$ cat src/rtl/uart_rx_if.sv
// Serial-receive handshake bundle: line input, consumer acknowledge and
// the received-byte/status outputs.
interface uart_rx_if;
    logic       rx;
    logic       read;
    logic [7:0] data_out;
    logic       data_ready;
    logic       receiving;
    logic       frame_err;
    logic       overrun;

    modport slave (
        input  rx,
        input  read,
        output data_out,
        output data_ready,
        output receiving,
        output frame_err,
        output overrun
    );

    modport master (
        output rx,
        output read,
        input  data_out,
        input  data_ready,
        input  receiving,
        input  frame_err,
        input  overrun
    );
endinterface

$ cat src/rtl/uart_rx.sv
// 8N1 UART receiver: mid-bit sampling from a half-period start qualification,
// single-entry holding register with overrun and framing-error reporting.
module uart_rx #(
    parameter int CLOCK_RATE   = 25175000,
    parameter int BAUD_RATE    = 9600,
    parameter int COUNTER_SIZE = 12
) (
    input logic     clk,
    input logic     rst_n,
    uart_rx_if.slave bus
);

    localparam int COUNTER_MAX_I = CLOCK_RATE / BAUD_RATE - 1;
    localparam logic [COUNTER_SIZE-1:0] COUNTER_MAX = COUNTER_SIZE'(COUNTER_MAX_I);
    localparam logic [COUNTER_SIZE-1:0] HALF_MAX    = COUNTER_SIZE'(COUNTER_MAX_I / 2);
    localparam logic [COUNTER_SIZE-1:0] COUNTER_ONE = COUNTER_SIZE'(1);

    localparam logic [2:0] IDLE      = 3'd0;
    localparam logic [2:0] START     = 3'd1;
    localparam logic [2:0] DATA      = 3'd2;
    localparam logic [2:0] STOP      = 3'd3;
    localparam logic [2:0] WAIT_HIGH = 3'd4;

    logic [2:0]              state;
    logic [COUNTER_SIZE-1:0] counter;
    logic [2:0]              bit_count;
    logic [7:0]              shift_reg;
    logic                    rx_meta;
    logic                    rx_sync;
    logic [7:0]              data_out_q;
    logic                    data_ready_q;
    logic                    receiving_q;
    logic                    frame_err_q;
    logic                    overrun_q;
    logic                    complete;

    assign bus.data_out   = data_out_q;
    assign bus.data_ready = data_ready_q;
    assign bus.receiving  = receiving_q;
    assign bus.frame_err  = frame_err_q;
    assign bus.overrun    = overrun_q;

    // Good stop bit sampled this cycle.
    assign complete = (state == STOP) && (counter == COUNTER_MAX) && rx_sync;

    always_ff @(posedge clk or negedge rst_n) begin
        if (!rst_n) begin
            rx_meta <= 1'b1;
            rx_sync <= 1'b1;
        end else begin
            rx_meta <= bus.rx;
            rx_sync <= rx_meta;
        end
    end

    always_ff @(posedge clk or negedge rst_n) begin
        if (!rst_n) begin
            state       <= IDLE;
            counter     <= '0;
            bit_count   <= '0;
            shift_reg   <= '0;
            data_out_q  <= '0;
            receiving_q <= 1'b0;
            frame_err_q <= 1'b0;
        end else begin
            frame_err_q <= 1'b0;
            case (state)
                IDLE: begin
                    if (!rx_sync) begin
                        state       <= START;
                        counter     <= '0;
                        receiving_q <= 1'b1;
                    end
                end
                START: begin
                    if (counter == HALF_MAX) begin
                        counter <= '0;
                        if (!rx_sync) begin
                            state     <= DATA;
                            bit_count <= '0;
                        end else begin
                            state       <= IDLE;
                            receiving_q <= 1'b0;
                        end
                    end else begin
                        counter <= counter + COUNTER_ONE;
                    end
                end
                DATA: begin
                    if (counter == COUNTER_MAX) begin
                        counter   <= '0;
                        shift_reg <= {rx_sync, shift_reg[7:1]};
                        bit_count <= bit_count + 3'd1;
                        if (bit_count == 3'd7) begin
                            state <= STOP;
                        end
                    end else begin
                        counter <= counter + COUNTER_ONE;
                    end
                end
                STOP: begin
                    if (counter == COUNTER_MAX) begin
                        counter <= '0;
                        if (rx_sync) begin
                            data_out_q  <= shift_reg;
                            receiving_q <= 1'b0;
                            state       <= IDLE;
                        end else begin
                            frame_err_q <= 1'b1;
                            state       <= WAIT_HIGH;
                        end
                    end else begin
                        counter <= counter + COUNTER_ONE;
                    end
                end
                WAIT_HIGH: begin
                    // A held-low line is a break, not a new start bit.
                    if (rx_sync) begin
                        state       <= IDLE;
                        receiving_q <= 1'b0;
                    end
                end
                default: begin
                    state       <= IDLE;
                    counter     <= '0;
                    receiving_q <= 1'b0;
                end
            endcase
        end
    end

    // A read coinciding with completion consumes the old byte, so no overrun.
    always_ff @(posedge clk or negedge rst_n) begin
        if (!rst_n) begin
            data_ready_q <= 1'b0;
            overrun_q    <= 1'b0;
        end else if (complete) begin
            data_ready_q <= 1'b1;
            overrun_q    <= bus.read ? 1'b0 : (overrun_q | data_ready_q);
        end else if (bus.read) begin
            data_ready_q <= 1'b0;
            overrun_q    <= 1'b0;
        end
    end

endmodule

$ cat src/flat_wrapper.sv
// flat-port wrapper written by rule: the top's interface ports become plain ports
module uart_rx_flat 
#(
    parameter int CLOCK_RATE   = 25175000,
    parameter int BAUD_RATE    = 9600,
    parameter int COUNTER_SIZE = 12
)
  (clk, rst_n, bus_rx, bus_read, bus_data_out, bus_data_ready, bus_receiving, bus_frame_err, bus_overrun);
  uart_rx_if bus_i ();
  input logic clk;
  input logic rst_n;
  input wire logic [$bits(bus_i.rx)-1:0] bus_rx;
  input wire logic [$bits(bus_i.read)-1:0] bus_read;
  output wire logic [$bits(bus_i.data_out)-1:0] bus_data_out;
  output wire logic [$bits(bus_i.data_ready)-1:0] bus_data_ready;
  output wire logic [$bits(bus_i.receiving)-1:0] bus_receiving;
  output wire logic [$bits(bus_i.frame_err)-1:0] bus_frame_err;
  output wire logic [$bits(bus_i.overrun)-1:0] bus_overrun;
  assign bus_i.rx = bus_rx;
  assign bus_i.read = bus_read;
  assign bus_data_out = bus_i.data_out;
  assign bus_data_ready = bus_i.data_ready;
  assign bus_receiving = bus_i.receiving;
  assign bus_frame_err = bus_i.frame_err;
  assign bus_overrun = bus_i.overrun;
  uart_rx #(.CLOCK_RATE(CLOCK_RATE), .BAUD_RATE(BAUD_RATE), .COUNTER_SIZE(COUNTER_SIZE)) u_core (.clk(clk), .rst_n(rst_n), .bus(bus_i));
endmodule
$ cat config.mk
export PLATFORM = sky130hd
export DESIGN_NAME = uart_rx_flat
export DESIGN_NICKNAME = d
export VERILOG_FILES = /design/src/rtl/uart_rx_if.sv /design/src/rtl/uart_rx.sv /design/src/flat_wrapper.sv
export SDC_FILE = /design/constraint.sdc
export NUM_CORES = 1
export LEC_CHECK = 0
export ABC_CLOCK_PERIOD_IN_PS = 5100
export BUFFER_PORTS_ARGS = -buffer_cell sky130_fd_sc_hd__buf_2
export CORE_MARGIN = 2
export CORE_UTILIZATION = 35
export DETAILED_ROUTE_END_ITERATION = 16
export GPL_TIMING_DRIVEN = 0
export MAX_ROUTING_LAYER = met4
export PLACE_DENSITY = 0.59
export SKIP_CTS_REPAIR_TIMING = 1
export SLEW_MARGIN = 20
export SYNTH_ARGS = -nofsm -noshare
export SYNTH_HDL_FRONTEND = slang
export SYNTH_SLANG_ARGS = --single-unit
$ cat constraint.sdc
create_clock -name clk -period 5.1 [get_ports clk]
set_clock_uncertainty 0.2 [all_clocks]
set_input_delay 0.255 -clock clk [delete_from_list [all_inputs] [get_ports clk]]
set_output_delay 0.255 -clock clk [all_outputs]
set_load 0.01 [all_outputs]
==> results of run 1 <==
==> power breakdown <==
group / internal (mW) / switching [mW]
clock: 0.0956 / 0.111
combinational: 0.00321 / 0.00859
sequential: 0.318 / 0.000314
total: 0.417 / 0.120
==> placed cells by master (no fill, tap or decap), types with 2 or more instances in the layout <==
cell type       n
a21oi_1         5
nand2_1        26
nand4_1         2
nor4bb_1        2
inv_1           7
nor4_1          6
nor2_1          6
buf_2          16
o21ai_0        15
nand3_1         4
nor2b_1         4
nor3_1          6
dfrtp_1        38
clkbuf_1        8
ha_1            5
or3b_2          2
o211ai_1        6
clkbuf_8        5
mux2i_1         2
o22ai_1         2
mux2_2         17
dfstp_2         2
dlygate4sd3_1   3
==> metal layers <==
layer	GRT usage	up-vias
met5	-	-
met4	0.0610	0
met3	0.0305	5
met2	0.207	17
met1	0.186	715
li1	-	748
==> cells by family (layout without fill, tap and decap cells) <==
logic type / Yosys count / in the layout / synth area share
AOI/OAI and AO/OA: 38 / 38 / 0.126
xor gates and xnor gates: 1 / 1 / 0.00434
adders and majority gates: 5 / 5 / 0.0310
buffers and inverters: 15 / 41 / 0.0285
DFF: 40 / 40 / 0.497
muxes: 19 / 19 / 0.105
and+or+nand+nor: 73 / 73 / 0.209
==> final timing paths <==
| kind | start | endpoint | slack, ps | depth (start not counted) |
|---|---|---|---|---|
| hold reg to reg | u_core.rx_meta | u_core.rx_sync | 170 | 0 |
| max in group asynchronous | rst_n | u_core.counter[9] | 3700 | 2 |
| setup / recovery | u_core.counter[8] | u_core.bus.receiving | 2800 | 4 |
| min in group asynchronous | rst_n | u_core.bus.data_out[7] | 450 | 2 |
| setup reg to reg | u_core.counter[8] | u_core.bus.receiving | 2800 | 4 |
| hold / removal | u_core.rx_meta | u_core.rx_sync | 170 | 0 |
==> worst max-delay path, stage by stage, from the launching register on <==
cell and delay [ps]:
dfrtp_1 470, or3b_4 470, o31a_2 390, nor4_2 300
mux2_2 360
==> layout make-up <==
| cell class | count | share of cell area |
|---|---|---|
| sequential | 40 | 0.436 |
| multi-input combinational | 136 | 0.417 |
| timing repair buffer | 18 | 0.0457 |
| tap | 72 | 0.0392 |
| clock buffer | 6 | 0.0315 |
| buffer | 8 | 0.0136 |
| inverter | 7 | 0.0114 |
| clock inverter | 2 | 0.00544 |
==> impl_metrics.tcl, run 1 <==
set metrics [dict create \
    drt-met1-wl_mm 1.97 \
    cts_sinks 40 \
    endpoint_kind "flop" \
    largest_register_ffs 12 \
    synth_top_area_frac 0.471 \
    grt_pass1_vias 1404 \
    setup-violations-final 0 \
    fillers 564 \
    rsz0062_at_grt "false" \
    drt_iter0_markers 124 \
    dp.cells 278 \
    drive_gt1_frac 0.249 \
    area_delta_synth_final_pct 13.9 \
    ant_nets 0 \
    wl_per_cell_um 13.8 \
    final_cell_area_mm2 0.00230 \
    num_vias 1485 \
    synth_common_cells "38 x dfrtp_1, 26 x nand2_1, 17 x mux2_2" \
    core-area_mm2 0.00554 \
    maxClockFrequency_ghz 0.435 \
    cts_tree "yes" \
    timing.final.crit_share 0.451 \
    drv_cap 0 \
    vdd_ir_drop_max_v 0.000161 \
    synthFlopType "dfrtp_1" \
    crit_path_start_kind "flop" \
    max-slew-margin-rel 0.425 \
    io_buffers 15 \
    min_period_ps 2300 \
    leakagePower_nw 1.00 \
    run_status "finished clean" \
    final_util 0.415 \
    die_w_um 80.0 \
    rows 27 \
    p_total_mw 0.537 \
    crit_path_max_fanout 8 \
    nets 225 \
    clk_pin_slew_worst_paths_ps 80 \
    grt_max_degree 41 \
    syn_nets 200 \
    syn_inst 191 \
    post-dp-hpwl_mm 2.69 \
    final_cells 289 \
    synth_most_common_cell "dfrtp_1" \
    antennaDiodeCount 0 \
    worst_slack_ps 2800 \
    synthesis.yosys.warnings 0 \
    cts_root_buf "clkbuf_8" \
    crit_arrival_ps 2280 \
    synthesis.area_mm2 0.00202 \
    hp-class "flop to flop" \
    dr.max_layer_used "met4" \
    synthTopCellsByArea "dfrtp_1 47%, mux2_2 9.5%, nand2_1 4.8%" \
    worstMarginPinSlew_ps 862 \
    routabilityCongestion 0.807 \
    hold_ws_ps 166 \
    synth-edff-count 0 \
    p_per_area_mw_per_mm2 234 \
    die_h_um 80.0 \
    io_pins 16 \
    ys_types 47 \
    cts-buffers-inserted 5 \
    yosys.area.top_type "dfrtp_1" \
    grt_use_total 0.140 \
    grt_pass1_wl_mm 6.68 \
    finalSetupTns_ps 0 \
    wl_met2_mm 1.83 \
    clockBufferDepth 2 \
    via_per_inst 5.14 \
    path_class "flop to flop" \
    cts_htree_levels 2 \
    grt_overflow 0 \
    dieArea_mm2 0.00640 \
    required_ps 5080 \
    multiInputGateArea_um2 960 \
    drc 0 \
    first_pass_iters 4 \
    wl_mm 3.97 \
    synth.avg_cell_area_um2 10.6 \
    worstSkewPairLatency_ps 300 \
    dpl_cell_area_mm2 0.00219 \
    final_max_slew_viol_count 0 \
    final-hold-violation-count 0 \
    initial_core_util 0.365 \
    async_flop_share 1.00 \
    synth_seq_area_share 0.497 \
    ys_ff_latch 40 \
    seqCellArea_mm2 0.00100 \
    place_ws_ps 2780 \
    antenna_found_initial 0 \
    route.met3.wl_um 93 \
]
Power figures use the tool's default switching activity.
==> run 2: changes to the inputs <==
--- a/config.mk
+++ b/config.mk
@@ -5,14 +5,14 @@
 export SDC_FILE = /design/constraint.sdc
 export NUM_CORES = 1
 export LEC_CHECK = 0
-export ABC_CLOCK_PERIOD_IN_PS = 5100
+export ABC_CLOCK_PERIOD_IN_PS = 2100
 export BUFFER_PORTS_ARGS = -buffer_cell sky130_fd_sc_hd__buf_2
 export CORE_MARGIN = 2
 export CORE_UTILIZATION = 35
 export DETAILED_ROUTE_END_ITERATION = 16
 export GPL_TIMING_DRIVEN = 0
 export MAX_ROUTING_LAYER = met4
-export PLACE_DENSITY = 0.59
+export PLACE_DENSITY = 0.61
 export SKIP_CTS_REPAIR_TIMING = 1
 export SLEW_MARGIN = 20
 export SYNTH_ARGS = -nofsm -noshare
==> constraint.sdc (replaced) <==
create_clock -name clk -period 2.1 [get_ports clk]
set_clock_uncertainty 0.2 [all_clocks]
set_input_delay 0.105 -clock clk [delete_from_list [all_inputs] [get_ports clk]]
set_output_delay 0.105 -clock clk [all_outputs]
set_load 0.01 [all_outputs]
==> run 2 against run 1 <==
The flow now finishes with violations (setup timing). Critical path depth stayed put. Combinational power grew to 2.5 times the previous value. Die area is the same. Worst setup slack worse by 2900 ps. Count of clock-buffer cells in the layout decreased by 1. Wire length is 10% higher. Highest routed layer unchanged.
==> impl_metrics.tcl, run 2 (synthesized netlist as in run 1, its figures left out) <==
set metrics [dict create \
    run_status "finished, violations left" \
    violations "setup timing" \
    first_pass_iters 4 \
    die_h_um 80.0 \
    wl_per_cell_um 14.6 \
    cp_top_family "simple AND/OR/NAND/NOR gates" \
    cts_root_buf "clkbuf_8" \
    worstSkewPairLatency_ps 290 \
    wl_mm 4.38 \
    dieArea_mm2 0.00640 \
    io_buffers 15 \
    crit_path_max_fanout 5 \
    max_stage_delay_ps 440 \
    final_max_slew_viol_count 0 \
    cts_htree_levels 2 \
    via_per_inst 5.23 \
    drv_cap 0 \
    grt_max_degree 41 \
    dpl_cell_area_mm2 0.00219 \
    drc 0 \
    grt_pass1_wl_mm 6.89 \
    core-area_mm2 0.00554 \
    rows 27 \
    antenna_found_initial 0 \
    routabilityCongestion 0.880 \
    initial_core_util 0.365 \
    max-slew-margin-rel 0.420 \
    grt_pass1_vias 1403 \
    multiInputGateArea_mm2 0.00110 \
    clk_pin_slew_worst_paths_ps 80 \
    rr_startpoint "u_core.counter[10]" \
    grt_overflow 0 \
    drt_iter0_markers 192 \
    cts_tree "yes" \
    critPathBufInv 0 \
    final_cell_mix "34 x dfrtp_1, 26 x nand2_1, 17 x buf_2" \
    required_ps 2080 \
    p_total_mw 1.45 \
    leakagePower_nw 1.15 \
    die_w_um 80.0 \
    worstMarginPinSlew_ps 869 \
    clockBufferDepth 2 \
    dp.cells 278 \
    path_class "flop to flop" \
    nets 237 \
    layout_commonest_cell "dfrtp_1" \
    hold_path.startpoint "u_core.rx_meta" \
    crit_path_start_kind "flop" \
    io_pins 16 \
    seqCellArea_mm2 0.00101 \
    vdd_ir_drop_max_v 0.000482 \
    fillers 513 \
    cts-buffers-inserted 5 \
    final-hold-violation-count 0 \
    worst_slack_ps -116 \
    num_vias 1574 \
    final_util 0.470 \
    hp-class "flop to flop" \
    crit_start "u_core.counter[10]" \
    setup-violations-final 19 \
    antennaDiodeCount 0 \
    grt_use_total 0.144 \
    cp_slowest_cell "dfrtp_2" \
    drive_gt1_frac 0.371 \
    cts_sinks 40 \
    endpoint_kind "flop" \
    post-dp-hpwl_mm 2.66 \
    area_delta_synth_final_pct 29.0 \
    ant_nets 0 \
    hold_ws_ps 158 \
    largest_register_ffs 12 \
    final_cells 301 \
    crit_arrival_ps 2200 \
    path_cells "or3b_4, o31a_4, nor4_4, mux2_4" \
    rsz0062_at_grt "true" \
    timing.final.crit_share 1.06 \
    p_per_area_mw_per_mm2 557 \
    final_cell_area_mm2 0.00261 \
    maxClockFrequency_ghz 0.451 \
    min_period_ps 2220 \
]
-- run 2: cell count changes in the layout (fill, tap and decap cells not counted), sizes merged --
cell    change
buf        +14
bufinv      +1
inv         +1
clkbuf      -4
nor2        +1
clkinv      -1
-- run 2: area by class of cell --
class / instances / share of cell area
timing repair buffer: 30 / 0.0859
inverter: 7 / 0.0101
sequential: 40 / 0.387
clock buffer: 5 / 0.0264
multi-input combinational: 137 / 0.424
clock inverter: 3 / 0.0178
tap: 72 / 0.0346
buffer: 7 / 0.0144
-- run 2: metal layers --
layer / global-route usage / wire length [µm] / share of wire / vias up
li1: - / - / - / 773
met1: 0.199 / 2000 / 0.46 / 759
met2: 0.208 / 2110 / 0.48 / 33
met3: 0.0339 / 166 / 0.038 / 9
met4: 0.0508 / 112 / 0.026 / 0
met5: - / 0 / 0 / -
-- run 2: through the flow --
stage | setup WS [ps] | setup TNS [ps]
after floorplan | 0.0961 | 0
after global placement | -256 | -5160
after detailed placement | -261 | -5650
after CTS | -284 | -6210
after global routing | -152 | -1910
final | -116 | -675
-- run 2: final timing paths --
check,endpoint,slack (ps),cells after the start
hold reg to reg,u_core.rx_sync,160,0
min in group asynchronous,u_core.counter[10],260,2
setup / recovery,u_core.bus.receiving,-120,4
hold / removal,u_core.rx_sync,160,0
setup reg to reg,u_core.bus.receiving,-120,4
max in group asynchronous,u_core.counter[8],830,2
-- run 2: power by group --
part           switching, mW  internal [mW]  total (mW)
Clock                  0.289          0.358       0.647
Sequential          0.000868          0.773       0.774
Combinational         0.0223        0.00773      0.0300
==> run 3: changes to the inputs <==
==> constraint.sdc (replaced) <==
create_clock -name clk -period 2.1 [get_ports clk]
set_clock_uncertainty 0.2 [all_clocks]
set_input_delay 0.42 -clock clk [delete_from_list [all_inputs] [get_ports clk]]
set_output_delay 0.42 -clock clk [all_outputs]
set_load 0.01 [all_outputs]
==> run 3 against run 2 <==
Register-to-register slack hardly changed. The flow still finishes with violations (setup timing). Critical endpoint unchanged. Largest power group unchanged. Core utilization down 0.36 points. Flip-flop and latch count unchanged. First-iteration DRC count down 16%. Wire length shrank 0.23%.
==> impl_metrics.tcl, run 3 (synthesized netlist as in run 1, its figures left out) <==
set metrics [dict create \
    post-dp-hpwl_mm 2.66 \
    endpoint_kind "flop" \
    p_per_area_mw_per_mm2 560 \
    maxClockFrequency_ghz 0.451 \
    worstMarginPinSlew_ps 869 \
    rr_endpoint "u_core.bus.receiving" \
    worstSkewPairLatency_ps 290 \
    drc 0 \
    wl_per_cell_um 14.6 \
    cts_htree_levels 2 \
    num_vias 1555 \
    routabilityCongestion 0.880 \
    dieArea_mm2 0.00640 \
    rsz0062_at_grt "true" \
    rows 27 \
    internal_power_mw 1.14 \
    antennaDiodeCount 0 \
    swShare 0.215 \
    max-slew-margin-rel 0.421 \
    area_delta_synth_final_pct 28.0 \
    timing.final.crit_share 1.06 \
    initial_core_util 0.365 \
    clockBufferDepth 2 \
    path_class "flop to flop" \
    place_ws_ps -261 \
    grt_use_total 0.144 \
    min_period_ps 2220 \
    vdd_ir_drop_max_v 0.000482 \
    ant_nets 0 \
    run_status "finished, violations left" \
    setup-violations-final 20 \
    grt_pass1_vias 1403 \
    drive_gt1_frac 0.374 \
    worst_slack_ps -119 \
    via_per_inst 5.20 \
    io_buffers 15 \
    comb_power_share 0.019 \
    final_util 0.467 \
    crit_arrival_ps 2200 \
    final_cell_mix "34 x dfrtp_1, 26 x nand2_1, 17 x buf_2" \
    clock_power_share 0.447 \
    first_pass_iters 5 \
    cts_tree "yes" \
    r2r_setup_slack_ps -120 \
    crit_start "u_core.counter[10]" \
    wl_mm 4.37 \
    reg2reg_depth 4 \
    largest_register_ffs 12 \
    antenna_found_initial 0 \
    grt_pass1_wl_mm 6.89 \
    die_h_um 80.0 \
    grt_overflow 0 \
    max_stage_delay_ps 440 \
    critPathBufInv 0 \
    path_cells "or3b_4, o31a_4, nor4_4, mux2_4" \
    hp-class "input port to async pin" \
    crit_path_max_fanout 5 \
    rr_startpoint "u_core.counter[10]" \
    layout_commonest_cell "dfrtp_1" \
    crit_path_start_kind "flop" \
    nets 235 \
    die_w_um 80.0 \
    io_pins 16 \
    required_ps 2080 \
    drt_iter0_markers 162 \
    clk_pin_slew_worst_paths_ps 80 \
    cp_slowest_cell "dfrtp_2" \
    cp_top_family "simple AND/OR/NAND/NOR gates" \
    grt_max_degree 41 \
    violations "setup timing" \
    cts-buffers-inserted 5 \
    cts_sinks 40 \
    leakagePower_nw 1.14 \
    drv_cap 0 \
    pwr-share-seq 0.534 \
    power_switching_mw 0.312 \
    final-hold-violation-count 0 \
    final_max_slew_viol_count 0 \
    cts_root_buf "clkbuf_8" \
    core-area_mm2 0.00554 \
]
-- run 3: per-layer routing --
metal  track usage  vias up  wire [µm]  share of wire
met2         0.208       25       2100           0.48
met1         0.199      751       2050           0.47
met4        0.0508        0        112          0.026
li1              -      770          -              -
met5             -        -          0              0
met3        0.0339        9        107          0.024
-- run 3: worst register-to-register path, stage by stage (launching register included) --
cell	delay [ps]
dfrtp_2	440
or3b_4	440
o31a_4	380
nor4_4	320
mux2_4	320
-- run 3: layout make-up --
type / instances / area [µm²]
Fill cell: 514 / 2950
Multi-Input combinational cell: 137 / 1100
Sequential cell: 40 / 1010
Timing Repair Buffer: 28 / 204
Tap cell: 72 / 90.1
Clock buffer: 5 / 68.8
Clock inverter: 3 / 46.3
Buffer: 7 / 37.5
Inverter: 7 / 26.3
-- run 3: power by group through the flow --
stage / Clock (mW) / Sequential, mW / Combinational (mW)
final: 0.647 / 0.774 / 0.0273
after global routing: 0.709 / 0.774 / 0.0313
after CTS: 0.662 / 0.774 / 0.0259
after detailed placement: 0 / 0.789 / 0.0260
after global placement: 0 / 0.789 / 0.0258
after floorplan: 0 / 0.789 / 0.00608
-- run 3: how the worst max path moves through the flow --
stage,to,cells after the start
after floorplan,u_core.bus.receiving,6
after global placement,u_core.bit_count[1],5
after detailed placement,u_core.bit_count[1],5
after CTS,u_core.bit_count[1],5
after global routing,u_core.bus.receiving,4
final,u_core.bus.receiving,4
-- run 3: metrics by stage --
stage / instance area (µm²) / hold WS [ps] / total power, mW / std cells / setup TNS [ps]
final: 2590 / 33.5 / 1.45 / 299 / -721
after floorplan: 2030 / -75.6 / 0.795 / 191 / 0
after global routing: 2590 / 65.8 / 1.51 / 299 / -1910
after detailed placement: 2190 / 147 / 0.815 / 278 / -5650
after global placement: 2190 / 146 / 0.815 / 278 / -5160
after CTS: 2310 / 7.89 / 1.46 / 286 / -6210
